<file path="config.mk">
export PLATFORM = sky130hd
export DESIGN_NAME = sd_spi_cmd_engine
export DESIGN_NICKNAME = d
export VERILOG_FILES = /design/src/rtl/sd_spi_cmd_engine.sv
export SDC_FILE = /design/constraint.sdc
export NUM_CORES = 1
export LEC_CHECK = 0
export BUFFER_PORTS_ARGS = -buffer_cell sky130_fd_sc_hd__buf_2
export CAP_MARGIN = 20
export CORE_MARGIN = 2
export CORE_UTILIZATION = 45
export CTS_CLUSTER_DIAMETER = 150
export DETAILED_ROUTE_END_ITERATION = 10
export GPL_TIMING_DRIVEN = 0
export PLACE_DENSITY = 0.67
export SETUP_SLACK_MARGIN = 0.4
export SKIP_LAST_GASP = 1
export SLEW_MARGIN = 20
export SYNTH_ARGS = -nofsm -noshare
export SYNTH_HDL_FRONTEND = slang
export SYNTH_SLANG_ARGS = --single-unit
</file>
<file path="constraint.sdc">
create_clock -name clk -period 5.3 [get_ports clk]
set_clock_uncertainty 0.15 [all_clocks]
set_input_delay 0.53 -clock clk [delete_from_list [all_inputs] [get_ports clk]]
set_output_delay 0.53 -clock clk [all_outputs]
set_load 0.05 [all_outputs]
</file>
<file path="src/rtl/sd_spi_cmd_engine.sv">
// SD-card SPI-mode (mode 0) command engine: frames one command, polls for and collects its response.
// Define SD_CMD_CRC7_EN to compute a real CRC7 for every command; otherwise a small CRC table is used.
module sd_spi_cmd_engine #(
    parameter int CLK_DIV      = 4,
    parameter int RESP_TIMEOUT = 8,
    parameter int RESP_MAX     = 5
) (
    input  logic                  clk,
    input  logic                  rst,
    input  logic                  cmd_valid,
    output logic                  cmd_ready,
    input  logic [5:0]            cmd_index,
    input  logic [31:0]           cmd_arg,
    input  logic [2:0]            resp_len,
    output logic                  resp_valid,
    output logic                  resp_timeout,
    output logic [8*RESP_MAX-1:0] resp_data,
    output logic                  busy,
    output logic                  sd_ck,
    output logic                  sd_cs_n,
    output logic                  sd_mosi,
    input  logic                  sd_miso
);

    localparam int RW = 8 * RESP_MAX;
    localparam int DW = (CLK_DIV > 2) ? $clog2(CLK_DIV) : 1;

    typedef enum logic [2:0] {IDLE, PRE, CMD, WAIT, RESP, POST, DONE} state_t;

    // Handshake: a command transfers on the clk edge where cmd_valid & cmd_ready are both high.
    state_t        state;
    logic [DW-1:0] div_cnt;
    logic          ph;
    logic [5:0]    bit_cnt;
    logic [5:0]    bit_last;
    logic [54:0]   tx_sr;
    logic [7:0]    rx_sr;
    logic [2:0]    len_q;
    logic [2:0]    rem;
    logic [7:0]    wait_cnt;

    logic [39:0]   hdr;
    logic [6:0]    crc;
    logic [2:0]    len_eff;
    logic          tick;
    logic          seg_end;
    logic [RW+7:0] resp_shift;

    assign hdr        = {2'b01, cmd_index, cmd_arg};
    assign tick       = (div_cnt == DW'(CLK_DIV - 1));
    assign seg_end    = tick && ph && (bit_cnt == bit_last);
    assign resp_shift = {resp_data, rx_sr};
    assign len_eff    = (resp_len == 3'd0) ? 3'd1 :
                        (resp_len > 3'(RESP_MAX)) ? 3'(RESP_MAX) : resp_len;

    always_comb begin
        crc = 7'h00;
`ifdef SD_CMD_CRC7_EN
        for (int i = 39; i >= 0; i--) begin
            crc = {crc[5:0], 1'b0} ^ ((hdr[i] ^ crc[6]) ? 7'h09 : 7'h00);
        end
`else
        case (cmd_index)
            6'd0:    crc = 7'h4A;
            6'd8:    crc = 7'h43;
            default: crc = 7'h00;
        endcase
`endif
    end

    always_ff @(posedge clk or posedge rst) begin
        if (rst) begin
            state        <= IDLE;
            div_cnt      <= '0;
            ph           <= 1'b0;
            bit_cnt      <= '0;
            bit_last     <= 6'd7;
            tx_sr        <= '1;
            rx_sr        <= '1;
            len_q        <= 3'd1;
            rem          <= 3'd0;
            wait_cnt     <= 8'd0;
            cmd_ready    <= 1'b0;
            resp_valid   <= 1'b0;
            resp_timeout <= 1'b0;
            resp_data    <= '0;
            busy         <= 1'b0;
            sd_ck        <= 1'b0;
            sd_cs_n      <= 1'b1;
            sd_mosi      <= 1'b1;
        end else begin
            resp_valid <= 1'b0;
            case (state)
                IDLE: begin
                    cmd_ready <= 1'b1;
                    if (cmd_valid && cmd_ready) begin
                        // Leading 0xFF pre-byte plus frame; shifting fills with 1s, so later bytes are 0xFF.
                        tx_sr        <= {7'h7F, hdr, crc, 1'b1};
                        sd_mosi      <= 1'b1;
                        len_q        <= len_eff;
                        resp_data    <= '0;
                        resp_timeout <= 1'b0;
                        cmd_ready    <= 1'b0;
                        busy         <= 1'b1;
                        sd_cs_n      <= 1'b0;
                        div_cnt      <= '0;
                        ph           <= 1'b0;
                        bit_cnt      <= '0;
                        bit_last     <= 6'd7;
                        state        <= PRE;
                    end
                end
                DONE: begin
                    busy      <= 1'b0;
                    cmd_ready <= 1'b1;
                    state     <= IDLE;
                end
                default: begin
                    if (!tick) begin
                        div_cnt <= div_cnt + 1'b1;
                    end else begin
                        div_cnt <= '0;
                        if (!ph) begin
                            sd_ck <= 1'b1;
                            ph    <= 1'b1;
                            rx_sr <= {rx_sr[6:0], sd_miso};
                        end else begin
                            sd_ck   <= 1'b0;
                            ph      <= 1'b0;
                            sd_mosi <= tx_sr[54];
                            tx_sr   <= {tx_sr[53:0], 1'b1};
                            bit_cnt <= seg_end ? 6'd0 : bit_cnt + 1'b1;
                        end
                    end
                    if (seg_end) begin
                        case (state)
                            PRE: begin
                                bit_last <= 6'd47;
                                state    <= CMD;
                            end
                            CMD: begin
                                bit_last <= 6'd7;
                                wait_cnt <= 8'd0;
                                state    <= WAIT;
                            end
                            WAIT: begin
                                if (!rx_sr[7]) begin
                                    resp_data <= resp_shift[RW-1:0];
                                    rem       <= len_q - 3'd1;
                                    state     <= (len_q > 3'd1) ? RESP : POST;
                                end else if (wait_cnt == 8'(RESP_TIMEOUT - 1)) begin
                                    resp_timeout <= 1'b1;
                                    resp_data    <= RW'(8'hFF);
                                    state        <= POST;
                                end else begin
                                    wait_cnt <= wait_cnt + 8'd1;
                                end
                            end
                            RESP: begin
                                resp_data <= resp_shift[RW-1:0];
                                rem       <= rem - 3'd1;
                                if (rem == 3'd1) state <= POST;
                            end
                            default: begin
                                sd_cs_n    <= 1'b1;
                                sd_mosi    <= 1'b1;
                                resp_valid <= 1'b1;
                                state      <= DONE;
                            end
                        endcase
                    end
                end
            endcase
        end
    end

endmodule

</file>
After elaboration in Yosys (flattened, before gate mapping):

Cells that the tools add are included.

* add/sub/neg operators: 5
* shift-type cells: 0
* equal/unequal tests: 18
* order comparisons: 2
* divide/modulo/power cells: 0
* bitwise logic cells: 3
* reductions and logical operators: 34
* multiplexer cells: 62
* $mul: 0

Operator list (count)
* 55-bit 2-to-1 mux: 3
* 40-bit 2-to-1 mux: 4
* 40-bit one-hot mux with 2 select lines: 2
* 55-bit one-hot mux with 2 select lines: 1
* 6-bit 2-to-1 mux: 6
* 6-bit one-hot mux with 2 select lines: 3
* 3-bit 2-to-1 mux: 8
* 4-bit AND reduction: 5
* 1-bit 2-to-1 mux: 19
* 2-bit nonzero test: 9
* 8-bit 2-to-1 mux: 2
* 8-bit one-hot mux with 2 select lines: 1
* 7-bit one-hot mux with 2 select lines: 1
* 1-bit one-hot mux with 2 select lines: 6
* 3-bit one-hot mux with 2 select lines: 2
* 3-bit one-hot mux with 4 select lines: 1
* 5-bit AND reduction: 2
* 3-bit nonzero test: 3
* 8-bit by 1-bit adder with 8-bit output, second input constant: 1
* 8-bit by 3-bit equality test with 1-bit output, second input constant: 1
* 2-bit != test, second input constant: 4
* 2-bit AND reduction: 4
* 6-bit by 1-bit adder with 6-bit output, second input constant: 1
* 3-bit by 1-bit equality test with 1-bit output, second input constant: 2
* 23 further kinds: 33

* input port bits: 45
* word-level logic and storage cells: 142
* output and inout bits: 47
* register bits after elaboration: 142
* bits in read-only memories: 0
* latch bits: 0
* memories: 0
* bits in writable memories: 0

Depth between registers and ports, before layout:

* depth after elaboration: 7
* depth in mapped cells: 7
* mapped depth without buffers: 5

Least setup slack after synthesis:

Ideal clock, no wire load.

* path kind: register -> register
* from: register cmd_ready
* to: register tx_sr[3]
* arrival: 1.942 ns
* period minus slack after synthesis: 2.153 ns
* buffers on the path: 2
* cell stages (with the launch flop): 7
* data required time: 5.089 ns
* slack: 3.147 ns
* library setup time: 0.061 ns
* cells stage by stage: dfrtp_1 > and4bb_2 > o21bai_2 > and2_0 > clkbuf_1 > clkbuf_1 > a22o_1

* cells in the longest elaborated chain, start to end: 3

Ends and longest elaborated chain
* from (decl): RTL line 11 `output logic cmd_ready,`
* from (signal assigned): RTL line 83 `cmd_ready <= 1'b0;`
* from (signal assigned): RTL line 95 `cmd_ready <= 1'b1;`
* from (signal assigned): RTL line 103 `cmd_ready <= 1'b0;`
* 1-bit logical AND: RTL line 96 `if (cmd_valid && cmd_ready) begin`
* 2-bit != test (no line)
* 4-bit AND reduction (no line)
* to (signal assigned): RTL line 98 `tx_sr <= {7'h7F, hdr, crc, 1'b1};`
* to (signal assigned): RTL line 131 `tx_sr <= {tx_sr[53:0], 1'b1};`
* to (decl): RTL line 36 `logic [54:0] tx_sr;`

No other way between the ends.
A chain may end at the register's enable or synchronous reset.

Worst setup path in the final report:

* from: register div_cnt[0]
* to: register tx_sr[40]

* cells in the longest elaborated chain, start to end: 3

Ends and longest elaborated chain
* from (decl): RTL line 32 `logic [DW-1:0] div_cnt;`
* from (signal assigned): RTL line 120 `div_cnt <= div_cnt + 1'b1;`
* 2-bit equality test: RTL line 50 `assign tick = (div_cnt == DW'(CLK_DIV - 1));`
* 2-bit nonzero test (no line)
* 4-bit AND reduction (no line)

No other way between the ends.

==> reports/metrics.yaml <==
reg2regPathDepth: 7
placementRows: 43
drt_iter0_markers: 309
cp_top_family: "buffers and inverters"
start_util: 0.458
synthCells: 570
r2r-start: "div_cnt[0]$_DFFE_PP0P_"
period_minus_slack_ns: 2.59
antenna_found_initial: 0
ir_worst_vdd_uv: 299
routed_wl_mm: 14.4
rsz0062_at_grt: "no"
die_h_um: 123
leakagePower_nw: 3.29
nFillCells: 1174
crit_slowest_cell: "dfrtp_1"
hpwl_mm: 9.92
worstReg2RegEnd: "tx_sr[40]$_DFFE_PP1P_"
synth_edf_count: 0
holdWs_ns: -0.0283
path_buf_inv: 2
cpPeakStageDelay_ns: 0.40
placed_area_mm2: 0.00705
yosys.area.top_type: "dfrtp_1"
startpoint: "div_cnt[0]$_DFFE_PP0P_"
reg2reg_slack_ns: 2.71
synth_top_cell_area_share: 0.281
crit_chain: "ha_1, and2_1, o21ai_1, and2_0, clkbuf_1, clkbuf_1, o21ai_0"
dieArea_mm2: 0.0150
critPathCaptureType: "flip-flop"
htree_num_levels: 4
synth.avg_cell_area_um2: 11.1
ys.warnings.count: 0
async_flop_share: 1.00
cts_buffers: 17
remaining_drc_errors: 0
core_mm2: 0.0138
worstSetupPathType: "flip-flop to flip-flop"
avgViaCountPerCell: 5.68
hold_class: "input port to asynchronous set/reset pin"
worstMarginPinSlew_ns: 0.708
path_depth: 7
holdBufCountCts: 0
gr-usage-all-layers: 0.203
cts_root_buffer: "clkbuf_16"
crit_required_ns: 5.48
antenna_left: 0
wl_per_cell_um: 16.4
grt-ovfl-total: 0
maxSlewViolCount: 0
ys_seq_area_frac: 0.550
ys.flop_type: "dfrtp_1"
synth_area_mm2: 0.00633
timing.fmax_mhz: 386
fin_area_mm2: 0.00765
place_congestion: 0.805
pwr_density_cell_mw_per_mm2: 506
relSlewSlack: 0.527
ctsResizeCount: 0
mappedNetlistNets: 622
pin_count: 92
grt_pass1_vias: 4837
status: "finished with violations"
violations: "negative hold slack"
insertedDiodeCount: 0
first_pass_iters: 5
cap_violations: 0
post-place-ws_ns: 2.71
cts_tree: "built"
power_mw: 3.87
startpoint_type: "flip-flop"
grt_max_degree: 70
cts.sinks: 136
post_cts_buffers: 0
layout-drive-gt1-share: 0.329
crit_path_end: "tx_sr[40]$_DFFE_PP1P_"
finalSetupViolCount: 0
cp.arrival_ns: 2.77
area_delta_synth_final_pct: 20.8
crit_fanout: 10
min_period_over_period: 0.489
clk-insertion-delay-late_ns: 0.44
synth.distinct_cells: 61
die_w_um: 123
fin_util: 0.553
critPathMostFrequentCell: "clkbuf_1"
synth_area_leaders: "dfrtp_1, dfstp_2, mux2i_1, a22o_1, o21ai_0"
synth_seq_cells: 136
clock_path_buffers: 2
clk_pin_slew_ns: 0.06
port_buffers: 91
final.setup.tns_ns: 0
setup_slack_ns: 2.71
layout.nets: 733
hold_viol: 27
grt_pass1_wl_mm: 23.7
vias: 4962
==> power breakdown <==
part | internal [mW] | leakage, nW | switching (mW)
Clock | 0.711 | 0.292 | 0.500
Sequential | 1.47 | 1.63 | 0.190
Combinational | 0.392 | 1.38 | 0.609
==> registers in the layout, indices dropped and copies added, names as in the netlist, 2 cells and up, named ones only <==
signal,count
div_cnt,2
wait_cnt,8
state,2
rem,3
len_q,3
rx_sr,8
bit_cnt,6
resp_data,40
tx_sr,54
==> worst reg2reg max path: stages (launching register included) <==
cell and delay (ns):
dfrtp_1 0.40, ha_1 0.27, and2_1 0.23, o21ai_1 0.37
and2_0 0.21, clkbuf_1 0.29, clkbuf_1 0.37, o21ai_0 0.20
==> cell families (layout without fill, tap and decap cells) <==
logic type	Yosys count	after routing	share of synthesized area
and+or+nand+nor	162	162	0.130
AOI/OAI and AO/OA	152	152	0.173
DFF	136	136	0.550
muxes	61	61	0.0988
buffers and inverters	50	174	0.0318
adders and majority gates	7	7	0.0138
xor gates and xnor gates	2	2	0.00277
==> layout by cell type, fill, tap and decap left out, types with 5 or more instances in the layout <==
cell type | Yosys | final
nor3_1 | 5 | 5
inv_1 | 12 | 11
a211o_1 | 5 | 5
or3_1 | 5 | 5
dfrtp_1 | 71 | 71
nand3_1 | 54 | 54
mux2_2 | 12 | 12
clkbuf_16 | 0 | 17
nand2_1 | 40 | 40
o2bb2ai_1 | 8 | 8
nand4_1 | 5 | 5
nor2_1 | 22 | 22
dfstp_2 | 65 | 65
a22o_1 | 38 | 38
mux2i_1 | 49 | 49
and3_1 | 5 | 5
a21oi_1 | 8 | 8
o21ai_0 | 57 | 57
inv_6 | 0 | 6
buf_2 | 11 | 102
ha_1 | 7 | 7
clkbuf_1 | 27 | 27
==> worst min-delay path by stage <==
stage | start | endpoint | slack (ns) | cells past startpoint
global route | rst | resp_data[35]$_DFFE_PP0P_ | 0.03 | 2
floorplan | div_cnt[1]$_DFFE_PP0P_ | div_cnt[1]$_DFFE_PP0P_ | 0.30 | 2
global placement | tx_sr[27]$_DFFE_PP1P_ | tx_sr[27]$_DFFE_PP1P_ | 0.33 | 2
detailed placement | resp_data[34]$_DFFE_PP0P_ | resp_data[34]$_DFFE_PP0P_ | 0.33 | 1
CTS | rst | resp_data[35]$_DFFE_PP0P_ | 0.004 | 2
finish | rst | resp_data[35]$_DFFE_PP0P_ | -0.03 | 2
==> routing by layer <==
| metal | global-route usage | wire (um) |
|---|---|---|
| met5 | 0 | 0 |
| met3 | 0.0493 | 633 |
| met4 | 0.0740 | 232 |
| met1 | 0.267 | 6500 |
| met2 | 0.326 | 7000 |
==> layout make-up <==
| cell class | instances | area, um^2 | share of cell area |
|---|---|---|---|
| inverter | 12 | 52.6 | 0.00687 |
| sequential | 136 | 3480 | 0.455 |
| multi-input combinational | 384 | 2650 | 0.346 |
| timing repair buffer | 92 | 483 | 0.0631 |
| buffer | 38 | 156 | 0.0204 |
| clock buffer | 17 | 425 | 0.0556 |
| tap | 180 | 225 | 0.0294 |
| clock inverter | 15 | 179 | 0.0234 |
==> Yosys cell counts (all sizes together), types with 5 or more instances <==
| cell type | number |
|---|---|
| o21ai | 59 |
| buf | 11 |
| a21oi | 8 |
| nand2 | 40 |
| a22o | 38 |
| or3 | 6 |
| mux2i | 49 |
| nand4 | 5 |
| nand3 | 54 |
| nor2 | 24 |
| inv | 12 |
| dfrtp | 71 |
| mux2 | 12 |
| a211o | 5 |
| o2bb2ai | 8 |
| clkbuf | 27 |
| and3 | 5 |
| dfstp | 65 |
| nor3 | 6 |
| ha | 7 |
==> through the flow <==
| step | hold slack [ns] | std cells |
|---|---|---|
| final | -0.0283 | 874 |
| after global routing | 0.0284 | 874 |
| after CTS | 0.00367 | 874 |
| after detailed placement | 0.332 | 842 |
| after global placement | 0.325 | 841 |
| after floorplan | 0.304 | 570 |
(Power assumes the default switching activity.)
